--- src/rtl/cnn_accel_ahb_regs.sv ---
// AHB-Lite register file for the CNN accelerator: frame geometry, delays, base
// addresses and layer configuration, plus layer/image-load start pulses and sticky status.
module cnn_accel_ahb_regs #(
  parameter int W_ADDR = 32,
  parameter int W_DATA = 32,
  parameter int N_REGS = 21
) (
  input  logic              HCLK,
  input  logic              HRESET,
  input  logic              HSEL,
  input  logic [W_ADDR-1:0] HADDR,
  input  logic [1:0]        HTRANS,
  input  logic              HWRITE,
  input  logic [2:0]        HSIZE,
  input  logic [W_DATA-1:0] HWDATA,
  input  logic              HREADY,
  output logic              HREADYOUT,
  output logic              HRESP,
  output logic [W_DATA-1:0] HRDATA,
  output logic [24:0]       cfg_frame_size,
  output logic [11:0]       cfg_width,
  output logic [11:0]       cfg_height,
  output logic [11:0]       cfg_start_up_delay,
  output logic [11:0]       cfg_hsync_delay,
  output logic [19:0]       cfg_base_weight,
  output logic [11:0]       cfg_base_param,
  output logic [15:0]       cfg_layer_config,
  output logic [31:0]       cfg_image_base,
  output logic              layer_start,
  input  logic              layer_done_in,
  output logic              load_start,
  input  logic              load_done_in
);

  localparam int W_REGS = $clog2(N_REGS);

  localparam logic [W_REGS-1:0] R_FRAME  = W_REGS'(0);
  localparam logic [W_REGS-1:0] R_WH     = W_REGS'(1);
  localparam logic [W_REGS-1:0] R_DELAY  = W_REGS'(2);
  localparam logic [W_REGS-1:0] R_BASE   = W_REGS'(3);
  localparam logic [W_REGS-1:0] R_LCFG   = W_REGS'(4);
  localparam logic [W_REGS-1:0] R_LSTART = W_REGS'(5);
  localparam logic [W_REGS-1:0] R_LDONE  = W_REGS'(6);
  localparam logic [W_REGS-1:0] R_IBASE  = W_REGS'(7);
  localparam logic [W_REGS-1:0] R_ILOAD  = W_REGS'(8);

  logic [W_REGS-1:0] a_idx;
  logic              acc, legal, wr;
  logic [31:0]       wd, rd;
  logic              unused_bits;

  logic              dp_wr_q, dp_wr_d;
  logic [W_REGS-1:0] dp_idx_q, dp_idx_d;
  logic              err1_q, err1_d, err2_q, err2_d;
  logic [W_DATA-1:0] rdata_q, rdata_d;
  logic [24:0]       frame_q, frame_d;
  logic [11:0]       width_q, width_d, height_q, height_d;
  logic [11:0]       su_delay_q, su_delay_d, hs_delay_q, hs_delay_d;
  logic [19:0]       base_w_q, base_w_d;
  logic [11:0]       base_p_q, base_p_d;
  logic [15:0]       layer_cfg_q, layer_cfg_d;
  logic [31:0]       image_base_q, image_base_d;
  logic              start_bit_q, start_bit_d, busy_q, busy_d, done_q, done_d;
  logic              load_bit_q, load_bit_d, load_busy_q, load_busy_d, load_done_q, load_done_d;
  logic              layer_start_q, layer_start_d, load_start_q, load_start_d;

  assign a_idx       = HADDR[W_REGS+1:2];
  assign acc         = HSEL & HREADY & HTRANS[1];
  assign legal       = (HSIZE == 3'b010) && (int'(a_idx) < N_REGS);
  assign wr          = dp_wr_q & HREADY;
  assign wd          = HWDATA[31:0];
  assign unused_bits = ^{HADDR[W_ADDR-1:W_REGS+2], HADDR[1:0], HTRANS[0]};

  always_comb begin
    dp_wr_d       = HREADY ? (acc & legal & HWRITE) : dp_wr_q;
    dp_idx_d      = acc ? a_idx : dp_idx_q;
    err1_d        = acc & ~legal;
    err2_d        = err1_q;
    frame_d       = frame_q;
    width_d       = width_q;
    height_d      = height_q;
    su_delay_d    = su_delay_q;
    hs_delay_d    = hs_delay_q;
    base_w_d      = base_w_q;
    base_p_d      = base_p_q;
    layer_cfg_d   = layer_cfg_q;
    image_base_d  = image_base_q;
    start_bit_d   = start_bit_q;
    busy_d        = busy_q;
    done_d        = done_q;
    load_bit_d    = load_bit_q;
    load_busy_d   = load_busy_q;
    load_done_d   = load_done_q;
    layer_start_d = 1'b0;
    load_start_d  = 1'b0;

    if (wr) begin
      case (dp_idx_q)
        R_FRAME: frame_d = wd[24:0];
        R_WH: begin
          width_d  = wd[11:0];
          height_d = wd[27:16];
        end
        R_DELAY: begin
          su_delay_d = wd[11:0];
          hs_delay_d = wd[23:12];
        end
        R_BASE: begin
          base_w_d = wd[19:0];
          base_p_d = wd[31:20];
        end
        R_LCFG: layer_cfg_d = wd[15:0];
        R_LSTART: begin
          start_bit_d = wd[0];
          if (wd[0] && !start_bit_q && !busy_q) begin
            layer_start_d = 1'b1;
            busy_d        = 1'b1;
            done_d        = 1'b0;
          end
        end
        R_IBASE: image_base_d = wd;
        R_ILOAD: begin
          load_bit_d = wd[0];
          if (wd[0] && !load_bit_q && !load_busy_q) begin
            load_start_d = 1'b1;
            load_busy_d  = 1'b1;
            load_done_d  = 1'b0;
          end
        end
        default: ;
      endcase
    end

    // Completion overrides a start committed on the same edge.
    if (layer_done_in) begin
      busy_d = 1'b0;
      done_d = 1'b1;
    end
    if (load_done_in) begin
      load_busy_d = 1'b0;
      load_done_d = 1'b1;
    end

    // Read mux uses next-state values so a read right behind a write sees the new data.
    rd = '0;
    case (a_idx)
      R_FRAME:  rd = {7'b0, frame_d};
      R_WH:     rd = {4'b0, height_d, 4'b0, width_d};
      R_DELAY:  rd = {8'b0, hs_delay_d, su_delay_d};
      R_BASE:   rd = {base_p_d, base_w_d};
      R_LCFG:   rd = {16'b0, layer_cfg_d};
      R_LSTART: rd = {31'b0, start_bit_d};
      R_LDONE:  rd = {30'b0, busy_d, done_d};
      R_IBASE:  rd = image_base_d;
      R_ILOAD:  rd = {30'b0, load_busy_d, load_done_d};
      default:  rd = '0;
    endcase
    rdata_d = HREADY ? ((acc && legal && !HWRITE) ? W_DATA'(rd) : '0) : rdata_q;
  end

  always_ff @(posedge HCLK or posedge HRESET) begin
    if (HRESET) begin
      dp_wr_q       <= 1'b0;
      dp_idx_q      <= '0;
      err1_q        <= 1'b0;
      err2_q        <= 1'b0;
      rdata_q       <= '0;
      frame_q       <= '0;
      width_q       <= '0;
      height_q      <= '0;
      su_delay_q    <= '0;
      hs_delay_q    <= '0;
      base_w_q      <= '0;
      base_p_q      <= '0;
      layer_cfg_q   <= '0;
      image_base_q  <= '0;
      start_bit_q   <= 1'b0;
      busy_q        <= 1'b0;
      done_q        <= 1'b0;
      load_bit_q    <= 1'b0;
      load_busy_q   <= 1'b0;
      load_done_q   <= 1'b0;
      layer_start_q <= 1'b0;
      load_start_q  <= 1'b0;
    end else begin
      dp_wr_q       <= dp_wr_d;
      dp_idx_q      <= dp_idx_d;
      err1_q        <= err1_d;
      err2_q        <= err2_d;
      rdata_q       <= rdata_d;
      frame_q       <= frame_d;
      width_q       <= width_d;
      height_q      <= height_d;
      su_delay_q    <= su_delay_d;
      hs_delay_q    <= hs_delay_d;
      base_w_q      <= base_w_d;
      base_p_q      <= base_p_d;
      layer_cfg_q   <= layer_cfg_d;
      image_base_q  <= image_base_d;
      start_bit_q   <= start_bit_d;
      busy_q        <= busy_d;
      done_q        <= done_d;
      load_bit_q    <= load_bit_d;
      load_busy_q   <= load_busy_d;
      load_done_q   <= load_done_d;
      layer_start_q <= layer_start_d;
      load_start_q  <= load_start_d;
    end
  end

  assign HREADYOUT          = ~err1_q;
  assign HRESP              = err1_q | err2_q;
  assign HRDATA             = rdata_q;
  assign cfg_frame_size     = frame_q;
  assign cfg_width          = width_q;
  assign cfg_height         = height_q;
  assign cfg_start_up_delay = su_delay_q;
  assign cfg_hsync_delay    = hs_delay_q;
  assign cfg_base_weight    = base_w_q;
  assign cfg_base_param     = base_p_q;
  assign cfg_layer_config   = layer_cfg_q;
  assign cfg_image_base     = image_base_q;
  assign layer_start        = layer_start_q;
  assign load_start         = load_start_q;

endmodule

--- config.mk ---
export PLATFORM = sky130hd
export DESIGN_NAME = cnn_accel_ahb_regs
export DESIGN_NICKNAME = d
export VERILOG_FILES = /design/src/rtl/cnn_accel_ahb_regs.sv
export SDC_FILE = /design/constraint.sdc
export NUM_CORES = 1
export LEC_CHECK = 0
export CAP_MARGIN = 20
export CORE_MARGIN = 8
export CORE_UTILIZATION = 53
export CTS_BUF_LIST = sky130_fd_sc_hd__clkbuf_4
export DETAILED_ROUTE_END_ITERATION = 7
export GPL_TIMING_DRIVEN = 0
export PLACE_DENSITY = 0.94
export SLEW_MARGIN = 20
export SYNTH_ARGS = -nofsm -noshare
export SYNTH_HDL_FRONTEND = slang
export SYNTH_SLANG_ARGS = --single-unit
--- constraint.sdc ---
create_clock -name HCLK -period 14.4 [get_ports HCLK]
set_input_delay 2.16 -clock HCLK [delete_from_list [all_inputs] [get_ports HCLK]]
set_output_delay 2.16 -clock HCLK [all_outputs]
set_load 0.02 [all_outputs]
Word-level counts from Yosys, hierarchy flattened --
Index checks and enable logic that the tools add are counted.
Storage, ports and cells: register bits 201, bits of input ports 76, output and inout port bits 189, word-level logic and storage cells 107
Operators by class: $lt $le $gt $ge 1, eq/ne operators 16, multiplexer cells 44, bitwise operators 9, reduce and logical (&&, ||, !) cells 15
Operators with widths (count):
- one-hot mux 32 bit (9 select lines) | 1
- two-way mux 12 bit | 10
- two-way mux 32 bit | 3
- two-way mux 25 bit | 2
- two-way mux 20 bit | 2
- == test 5 x 3 -> 1 bit, second input constant | 7
- two-way mux 16 bit | 2
- two-way mux 1 bit | 24
- == test 5 x 2 -> 1 bit, second input constant | 4
- == test 5 x 1 -> 1 bit, second input constant | 2
- == test 5 x 4 -> 1 bit, second input constant | 2
- zero test 5 bit | 2
- logical AND 1 bit | 7
- bitwise AND 1 bit | 6
- zero test 1 bit | 5
- < comparator 5 bit, second input constant | 1
- == test 3 x 2 -> 1 bit, second input constant | 1
- NOT 1 bit | 2
- AND reduction 2 bit | 1
- OR 1 bit | 1

Logic depth before layout (Yosys ltp) --
word-level depth 9, depth in mapped cells 9, depth with buffers taken out 5

Worst setup path before layout --
OpenSTA, ideal clock, no wires.
path kind input to register, start point input HREADY, end point register rdata_q[18], in the netlist HRDATA[18], setup time 126 ps, arrival time 3775 ps, data required time 14274 ps, path slack 10499 ps, cell stages on the path 7, buffers on the path 2, path through buf_2 nand4_2 nor2_4 buf_6 mux2_2 a221o_1 a221o_1
Between the ends: elaborated cells on any way between the ends 12, classes of those cells mux: 7; bitwise: 3; reduce/logical: 2
RTL lines:
- start: declaration | line 16 | input logic HREADY,
- bitwise AND 1 bit | line 70 | assign wr = dp_wr_q & HREADY;
- two-way mux 20 bit | line 97 | if (wr) begin
- via base_w_d[18] | line 59 | logic [19:0] base_w_q, base_w_d;
- one-hot mux 32 bit (9 select lines) | line 146 | case (a_idx)
- two-way mux 32 bit | line 158 | rdata_d = HREADY ? ((acc && legal && !HWRITE) ? W_DATA'(rd) : '0) : rdata_q;
- end signal: assignment | line 190 | rdata_q <= rdata_d;
- end: declaration | line 55 | logic [W_DATA-1:0] rdata_q, rdata_d;
The timed path passes the listed nets, and every way through them passes these cells. A chain may end at the register's enable or synchronous reset.

Worst setup path after layout --
start point input HADDR[5], end point register rdata_q[2], in the netlist HRDATA[2]
Between the ends: word-level cells in the longest chain between the ends 5, elaborated cells on any way between the ends 15, classes of those cells order compare: 1; eq/ne: 8; mux: 2; reduce/logical: 4
Ends and longest elaborated chain:
- start: declaration | line 11 | input logic [W_ADDR-1:0] HADDR,
- < comparator 5 bit | line 69 | assign legal = (HSIZE == 3'b010) && (int'(a_idx) < N_REGS);
- logical AND 1 bit | line 69
- logical AND 1 bit (2 in series) | line 158
- two-way mux 32 bit * | line 158
Every way passes the cells marked *; elsewhere a longest branch is shown, timed or not.

==> results.yml <==
clock_tree:
  postCtsResizedCells: 0
  clkTransAtPathRegs_ns: 0.06
  worstSkewPairLatency_ns: 0.70
  post_cts_buffers: 0
  cts_made_buffers: 52
  clockBufferDepth: 3
  cts-htree-levels: 2
  cts-root-buf: "clkbuf_4"
  cts_hold_buffers: 0
  cts.sinks: 201
  cts_tree: "done"
grt:
  grt_pass1_wl_um: 54130
  grt_max_degree: 106
  use_met2_pct: 48.06
  use_met3_pct: 14.19
  antenna_found_initial: 1
  gr-total-overflow: 0
  use_met1_pct: 37.16
  grt_pass1_vias: 9579
  grt_most_used_layer: "met2"
  track_usage_pct: 31.88
worst_hold_path:
  holdCritPathClass: "flip-flop to flip-flop"
sta:
  finClkSkew_ns: 0.04550
  slew_headroom_pct: 19.48
  setup_tns_ns: 0
  max_freq_ghz: 0.2144
  finalCritPeriodShare_pct: 32.39
  maxSlewViolCount: 0
  rsz0062_at_grt: "no"
  worst_pin_slew_ns: 1.198
  finalHoldViolations: 0
  period_needed_ns: 4.665
  setup_viol: 0
finish:
  layout.cells.most_common: "clkdlybuf4s50_1"
  layout_common_cells: "clkdlybuf4s50_1 (235), dfrtp_1 (201), nand2_1 (103)"
  syn_to_final_growth_pct: 36.10
  stdcell_area_mm2: 0.01260
  nets: 1269
  drive_gt1_share_pct: 15.18
power:
  p_int_mw: 0.8866
  p_seq_share_pct: 47.6
  p_leak_nw: 5.775
  max-vdd-ir-drop_mv: 0.09617
  p_sw_mw: 0.3353
  power.density_mw_per_mm2: 97.01
  power_frac_clock_pct: 41.8
  p_sw_share_pct: 27.44
  comb_power_share_pct: 10.7
route:
  ant_nets: 0
  drc_errors: 0
  vias: 9464
  via_per_inst: 6.518
  wl_um: 36170
  drt_iter0_drc: 1444
  dr.pass1.iters: 5
  post_drt_wl_per_cell_um: 24.91
yosys:
  synth_seq_cells: 201
  syn_area_mm2: 0.009255
  ys_seq_area_share_pct: 54.35
  yosys-top-cells-area: "dfrtp_1 (54%), mux2_2 (7.4%), nand3_1 (5.3%), o21ai_0 (5.0%), a21oi_1 (5.0%)"
  syn-instance-count: 903
  synth_top_cell_by_area: "dfrtp_1"
  synth_edf_count: 0
  ys_warn_count: 0
  yosys_most_used_dff: "dfrtp_1"
  yosys.area.top_type_share_pct: 54.35
  synth_nets: 979
  ys_async_sr_fraction_pct: 100.0
  avgSynthCellArea_um2: 10.25
  synth.distinct_cells: 58
critical_path:
  arrival_ns: 5.18
  cp.required_ns: 14.92
  crit_type: "input port to flip-flop"
  slowest_delay_ns: 0.71
  cp.buffers_inverters: 3
  crit_family: "buffers and inverters"
  crit_chain: "clkdlybuf4s50_1 > nor3b_1 > nand2_1 > buf_2 > clkbuf_1 > a21oi_1 > o41ai_1 > o221ai_1"
  start_kind: "input port"
  critPathMaxFanout: 10
  cp_slowest_cell: "o41ai_1"
  cp-end-kind: "flip-flop"
die:
  start_util_pct: 53.88
  die-area_mm2: 0.02195
  num_rows: 48
  io_pins: 265
  die_w_um: 148.1
  die_h_um: 148.1
  fp.coreArea_mm2: 0.01718
placement:
  portBuffers: 235
  dp.final_hpwl_um: 25420
  dpl-instance-area_mm2: 0.01193
  routabilityCongestion: 0.9462
status:
  status: "completed"
run:
  drv_cap: 0
[worst register-to-register path, cell delays in order, from the launching register on]
cell	delay (ns)
dfrtp_1	0.37
buf_2	0.17
nand4b_1	0.58
clkbuf_1	0.44
o21ai_0	0.32
a21oi_1	0.14
nor4_1	0.59
o221ai_1	0.20
[power groups by stage]
stage / logic [mW] / registers [mW] / clock network [mW]
CTS: 0.126 / 0.581 / 0.510
detailed placement: 0.125 / 0.591 / 0
floorplan: 0.0558 / 0.597 / 0
finish: 0.130 / 0.581 / 0.510
global route: 0.135 / 0.582 / 0.538
global placement: 0.122 / 0.591 / 0
[flip-flops by register name, indices dropped and copies added (netlist names), 5 cells and up]
signal              count
cfg_start_up_delay     12
cfg_layer_config       16
cfg_height             12
cfg_base_param         12
cfg_base_weight        20
cfg_image_base         32
cfg_frame_size         25
dp_idx_q                5
cfg_width              12
cfg_hsync_delay        12
HRDATA                 32
[layer usage]
layer	vias to the layer above	wire, um	share of wire [%]
li1	3925	-	-
met1	4522	12440	34
met2	814	16050	44
met3	203	5488	15
met4	0	2191	6.1
met5	-	0	0
[path summary, 6_finish.rpt]
kind / slack, ns / depth (start not counted) / start / endpoint
max in group asynchronous: 11.41 / 3 / HRESET / cfg_frame_size[3]
min in group asynchronous: 2.00 / 2 / HRESET / layer_start
hold / removal: 0.41 / 0 / err1_q / err2_q
setup / recovery: 9.74 / 8 / HADDR[5] / HRDATA[2]
hold reg to reg: 0.41 / 0 / err1_q / err2_q
setup reg to reg: 11.43 / 7 / dp_idx_q[1] / HRDATA[6]
[cells by family (layout without fill, tap and decap cells)]
family,count (synthesis),in the layout,synth area share [%]
compound gates,282,282,19.08
simple gates,261,261,14.13
flops,201,201,54.35
buf+inv,92,414,4.380
mux,67,67,8.071
other cells,0,2,0
[through the flow]
step	utilization, %	total power, mW	setup WS (ns)	std cells	hold WS (ns)
2_1_floorplan	-	0.6531	6.758	903	0.3669
4_1_cts	73.30	1.217	9.992	1450	0.4008
3_3_place_gp	69.22	0.7125	4.272	1363	0.3807
5_1_grt	73.32	1.255	9.762	1451	0.4183
6_report	73.33	1.222	9.735	1452	0.4065
3_5_place_dp	69.48	0.7166	9.315	1364	0.3868
[cells in the mapped netlist, types with 5 or more instances]
master / instances
mux2_2: 61
o2bb2ai_1: 5
o221ai_1: 17
o41ai_1: 7
a221o_1: 16
buf_1: 5
a22oi_1: 8
inv_1: 24
o21ai_0: 93
clkbuf_1: 39
a32oi_1: 8
nor3b_1: 5
nand2_1: 103
o31ai_1: 5
dfrtp_1: 201
buf_6: 5
o21a_1: 10
a21oi_1: 92
nor2_1: 12
nand3_1: 98
buf_2: 18
mux2i_1: 6
[layout make-up]
type,instances,area [um2]
Antenna cell,2,5.005
Buffer,67,311.5
Sequential cell,201,5030
Inverter,25,101.3
Multi-Input combinational cell,610,3830
Clock buffer,82,615.6
Timing Repair Buffer,236,2380
Tap cell,225,281.5
Clock inverter,4,41.29
Fill cell,1178,4581
Note: power is estimated with default switching activity, not from simulation.
